## src/rtl/mac_acc_pipe.sv

```systemverilog
// Pipelined signed multiply-accumulate over framed operand streams.
// One shifted, saturated result is produced per frame.
module mac_acc_pipe #(
  parameter int DATA_W  = 8,
  parameter int COEF_W  = 8,
  parameter int ACC_W   = 24,
  parameter int OUT_W   = 16,
  parameter int SHIFT   = 0,
  parameter int MAX_LEN = 64
) (
  input  logic                             clk,
  input  logic                             sclr_n,
  input  logic                             ce,
  input  logic                             in_valid,
  input  logic                             in_first,
  input  logic                             in_last,
  input  logic signed [DATA_W-1:0]         a,
  input  logic signed [COEF_W-1:0]         b,
  output logic                             out_valid,
  output logic signed [OUT_W-1:0]          p,
  output logic [$clog2(MAX_LEN+1)-1:0]     out_len,
  output logic                             sat,
  output logic                             err
);

  localparam int PROD_W = DATA_W + COEF_W;
  localparam int CNT_W  = $clog2(MAX_LEN + 1);

  localparam logic [0:0] IDLE  = 1'b0;
  localparam logic [0:0] ACCUM = 1'b1;

  localparam logic signed [ACC_W-1:0] ACC_MAX =
    {1'b0, {(ACC_W-1){1'b1}}};
  localparam logic signed [ACC_W-1:0] ACC_MIN =
    {1'b1, {(ACC_W-1){1'b0}}};
  localparam logic signed [OUT_W-1:0] OUT_MAX =
    {1'b0, {(OUT_W-1){1'b1}}};
  localparam logic signed [OUT_W-1:0] OUT_MIN =
    {1'b1, {(OUT_W-1){1'b0}}};

  logic signed [PROD_W-1:0] prod;
  logic                     v1;
  logic                     first1;
  logic                     last1;

  logic [0:0]               state;
  logic [0:0]               state_n;
  logic signed [ACC_W-1:0]  acc;
  logic signed [ACC_W-1:0]  acc_n;
  logic [CNT_W-1:0]         cnt;
  logic [CNT_W-1:0]         cnt_n;
  logic                     frame_sat;
  logic                     fsat_n;
  logic                     fin;
  logic                     err_n;

  logic signed [ACC_W-1:0]  prod_x;
  logic signed [ACC_W:0]    sum_w;
  logic                     acc_ovf;
  logic signed [ACC_W-1:0]  sum_sat;
  logic signed [ACC_W-1:0]  shifted;
  logic [ACC_W-OUT_W:0]     top_bits;
  logic                     out_ovf;
  logic signed [OUT_W-1:0]  p_n;

  always_ff @(posedge clk or negedge sclr_n) begin
    if (!sclr_n) begin
      prod   <= '0;
      v1     <= 1'b0;
      first1 <= 1'b0;
      last1  <= 1'b0;
    end else if (ce) begin
      prod   <= a * b;
      v1     <= in_valid;
      first1 <= in_first;
      last1  <= in_last;
    end
  end

  assign prod_x  = ACC_W'(prod);
  assign sum_w   = (ACC_W+1)'(acc) + (ACC_W+1)'(prod_x);
  assign acc_ovf = sum_w[ACC_W] != sum_w[ACC_W-1];

  always_comb begin
    sum_sat = sum_w[ACC_W-1:0];
    if (acc_ovf) begin
      sum_sat = sum_w[ACC_W] ? ACC_MIN : ACC_MAX;
    end
  end

  always_comb begin
    state_n = state;
    acc_n   = acc;
    cnt_n   = cnt;
    fsat_n  = frame_sat;
    fin     = 1'b0;
    err_n   = 1'b0;
    if (v1) begin
      unique case (1'b1)
        first1: begin
          err_n   = (state == ACCUM);
          acc_n   = prod_x;
          cnt_n   = CNT_W'(1);
          fsat_n  = 1'b0;
          state_n = ACCUM;
        end
        (!first1 && state == ACCUM): begin
          acc_n  = sum_sat;
          cnt_n  = cnt + CNT_W'(1);
          fsat_n = frame_sat | acc_ovf;
        end
        (!first1 && state == IDLE): begin
          err_n = 1'b1;
        end
        default: ;
      endcase
      // a frame hitting MAX_LEN without last is closed and flagged
      if (state_n == ACCUM &&
          (last1 || cnt_n == CNT_W'(MAX_LEN))) begin
        fin     = 1'b1;
        err_n   = err_n | !last1;
        state_n = IDLE;
      end
    end
  end

  assign shifted  = acc_n >>> SHIFT;
  assign top_bits = shifted[ACC_W-1:OUT_W-1];
  assign out_ovf  = !((&top_bits) || !(|top_bits));

  always_comb begin
    p_n = shifted[OUT_W-1:0];
    if (out_ovf) begin
      p_n = shifted[ACC_W-1] ? OUT_MIN : OUT_MAX;
    end
  end

  always_ff @(posedge clk or negedge sclr_n) begin
    if (!sclr_n) begin
      state     <= IDLE;
      acc       <= '0;
      cnt       <= '0;
      frame_sat <= 1'b0;
      out_valid <= 1'b0;
      p         <= '0;
      out_len   <= '0;
      sat       <= 1'b0;
      err       <= 1'b0;
    end else if (ce) begin
      state     <= state_n;
      acc       <= acc_n;
      cnt       <= cnt_n;
      frame_sat <= fsat_n;
      out_valid <= fin;
      err       <= err_n;
      if (fin) begin
        p       <= p_n;
        out_len <= cnt_n;
        sat     <= fsat_n | out_ovf;
      end
    end
  end

endmodule

```

## config.mk

```make
export PLATFORM = sky130hd
export DESIGN_NAME = mac_acc_pipe
export DESIGN_NICKNAME = d
export VERILOG_FILES = /design/src/rtl/mac_acc_pipe.sv
export SDC_FILE = /design/constraint.sdc
export NUM_CORES = 1
export LEC_CHECK = 0
export BUFFER_PORTS_ARGS = -buffer_cell sky130_fd_sc_hd__buf_2
export CAP_MARGIN = 20
export CORE_MARGIN = 10
export CORE_UTILIZATION = 63
export CTS_BUF_LIST = sky130_fd_sc_hd__clkbuf_16
export DETAILED_ROUTE_END_ITERATION = 6
export GPL_TIMING_DRIVEN = 0
export PLACE_DENSITY = 0.82
export SLEW_MARGIN = 20
export SYNTH_ARGS = -nofsm -noshare
export SYNTH_HDL_FRONTEND = slang
export SYNTH_SLANG_ARGS = --single-unit
```

## constraint.sdc

```tcl
create_clock -name clk -period 4.68 [get_ports clk]
set_input_delay 0.468 -clock clk [delete_from_list [all_inputs] [get_ports clk]]
set_output_delay 0.468 -clock clk [all_outputs]
set_load 0.005 [all_outputs]
```

==> results.yml <==
outcome:
  outcome: "completed"
grt:
  grt_max_degree: 56
  track_usage: 0.2436
  first_global_vias: 7037
  grt_first_pass_wirelength_mm: 35.52
  grt_use_met3: 0.04421
  grt.met1_usage: 0.3322
  antenna_found_initial: 0
  grt_util_met2: 0.3909
  overflow: 0
  grt_busiest_layer: "met2"
finish:
  drive_gt1_frac: 0.1563
  fill_cells: 924
  diodes: 0
  finalNetCount: 1090
  area_growth_pct: 11.66
  fin_util: 0.7262
timing:
  skew_ns: 0.006391
  setup_tns_ns: 0
  worstMarginPinSlew_ns: 0.8303
  fin_crit_sh: 0.9745
  hold_viol_final: 0
  finalSetupViolCount: 0
  slew_violations: 0
  slew_headroom: 0.4465
  max_freq_mhz: 219.3
  period_needed_ns: 4.561
  rsz0062_at_grt: "false"
  worst_slack_ns: 0.1192
critical_path:
  cp.arrival_ns: 4.77
  crit_family: "compound AO/OA/AOI/OAI gates"
  crit_buf_inv: 1
  crit_fanout: 10
  critical_path.cell_chain: "ha_1 -> fa_1 -> a211oi_1 -> o21ai_2 -> o2111ai_2 -> a21oi_1 -> o211ai_1 -> a21bo_2 -> o311ai_1 -> o21ai_1 -> or4_4 -> a21boi_4 -> buf_6 -> o22ai_1"
  path_class: "flip-flop to flip-flop"
  crit_path_max_incr_delay_ns: 0.58
  start_kind: "flip-flop"
  crit_slowest_cell: "or4_4"
  cp.required_ns: 4.89
  crit_path_end_kind: "flip-flop"
route:
  vias: 6993
  wl_per_cell_um: 18.84
  viasPerCell: 6.199
  routed_wl_mm: 21.25
  ant_nets: 0
  drc: 0
  dr.pass1.iters: 5
  drtIter0Drc: 737
power:
  ir_drop_uv: 665.8
  p_leak_nw: 3.993
  power.density_nw_per_um2: 785.0
  power_mw: 6.933
clock_tree:
  ctsLongestPathBuffers: 2
  root_buffer: "clkbuf_16"
  cts.reportedPaths.clkPinSlew_ns: 0.06
  cts.sinks: 78
  clkLatencyLatePin_ns: 0.34
  numCtsBuffers: 9
  cts_tree: "yes"
  cts.htree.levels: 3
floorplanning:
  coreArea_um2: 12160
  die_area_um2: 17440
  die_h_um: 132.1
  boundaryPins: 48
  die_w_um: 132.1
  initial_core_util: 0.6504
  rows: 40
synth:
  ys_ff_latch: 78
  synthArstFlopShare: 1.000
  ys.flop_type: "dfrtp_1"
  synth-warning-count: 0
  syn_nets: 1026
  syn_area_um2: 7910
  synth-seq-area-share: 0.2468
  syn_inst: 892
  synth_area_per_cell_um2: 8.868
  synth_edf_count: 0
  yosysUniqueCellTypes: 71
placement:
  hpwl_mm: 16.15
  pre_cts_slack_ns: -0.5625
  io_buffers: 46
  gp_congestion: 0.9620
min_path:
  hp-class: "input port to asynchronous set/reset pin"
job:
  max-cap-violations: 0
## cell usage in the layout, fill, tap and decap left out, types with 10 or more instances in the layout
| master | synthesis | final |
|---|---|---|
| inv_1 | 105 | 104 |
| mux2_2 | 21 | 21 |
| buf_2 | 7 | 49 |
| o221ai_1 | 13 | 13 |
| dfrtp_1 | 78 | 77 |
| a21oi_1 | 72 | 68 |
| o22a_1 | 14 | 14 |
| and2_1 | 50 | 48 |
| nand2_1 | 65 | 65 |
| o21ai_0 | 50 | 46 |
| nand3_1 | 10 | 10 |
| nor3_1 | 12 | 11 |
| clkbuf_1 | 23 | 23 |
| ha_1 | 56 | 54 |
| o22ai_2 | 10 | 10 |
| nor2_1 | 72 | 70 |
| xnor2_1 | 27 | 27 |
| a21o_1 | 15 | 15 |
| fa_1 | 56 | 56 |
## cell type report
class | instances | area, um^2 | share of cell area
Clock inverter | 6 | 87.58 | 0.009916
Timing Repair Buffer | 53 | 312.8 | 0.03542
Sequential cell | 78 | 1953 | 0.2211
Clock buffer | 9 | 225.2 | 0.02550
Tap cell | 168 | 210.2 | 0.02380
Inverter | 105 | 397.9 | 0.04505
Buffer | 35 | 166.4 | 0.01884
Multi-Input combinational cell | 674 | 5479 | 0.6203
## registers in the layout, indices dropped and copies added (netlist names), 7 cells and up
| signal | cells |
|---|---|
| acc | 24 |
| p | 16 |
| prod | 16 |
| cnt | 7 |
| out_len | 7 |
## where the power goes
group          total, mW  leakage [nW]  internal, mW  switching [mW]
combinational       4.91          2.93          2.07            2.85
clock              0.755         0.149         0.464           0.291
sequential          1.26         0.911         0.953           0.312
## stage by stage
step / std cells / hold WS [ns] / cell area [um^2]
4_1_cts: 1125 / 0.04315 / 8757
6_report: 1128 / 0.03067 / 8832
5_1_grt: 1128 / 0.05641 / 8832
2_1_floorplan: 892 / 0.1724 / 7918
3_5_place_dp: 1107 / 0.3952 / 8388
3_3_place_gp: 1106 / 0.4663 / 8358
## cells by family after synthesis
| logic type | Yosys count | share of synthesized area |
|---|---|---|
| AOI/OAI and AO/OA | 254 | 0.2243 |
| xor gates and xnor gates | 33 | 0.03749 |
| adders and majority gates | 114 | 0.2328 |
| buffers and inverters | 140 | 0.07086 |
| DFF | 78 | 0.2468 |
| muxes | 24 | 0.03369 |
| and+or+nand+nor | 249 | 0.1541 |
## path summary, 6_finish.rpt
path	startpoint	endpoint	slack (ns)	cells past startpoint
setup / recovery	prod[0]	p[14]	0.12	14
hold / removal	sclr_n	acc[20]	0.03	1
setup reg to reg	prod[0]	p[14]	0.12	14
hold reg to reg	out_valid	out_valid	0.48	1
max in group asynchronous	sclr_n	prod[15]	4.05	2
min in group clk	in_first	first1	0.35	3
## routing by layer
metal,vias up,wire (um)
met5,-,0
met4,0,485
met3,44,1849
met2,344,9886
met1,3395,9024
li1,3210,-
## repair_timing
action,4_1_cts,5_1_grt
setup buffers,3,3
cloned,0,0
resized for setup,13,15
pin swaps,7,12
endpoints found under the setup margin,2,19
hold endpoints to repair,0,0
hold buffers,0,0
## cells in the mapped netlist (all sizes together), types with 15 or more instances
cell type  count  area [um^2]
o22a          15        140.1
ha            56        700.7
a21oi         74        377.9
dfrtp         78         1952
fa            56         1121
o22ai         17        168.9
a21o          15        112.6
mux2          21        236.5
xnor2         27        236.5
o21ai         54        274.0
inv          105        394.1
nor2          72        270.3
and2          50        312.8
clkbuf        23        86.33
nand2         65        244.0
(Power assumes the default switching activity.)
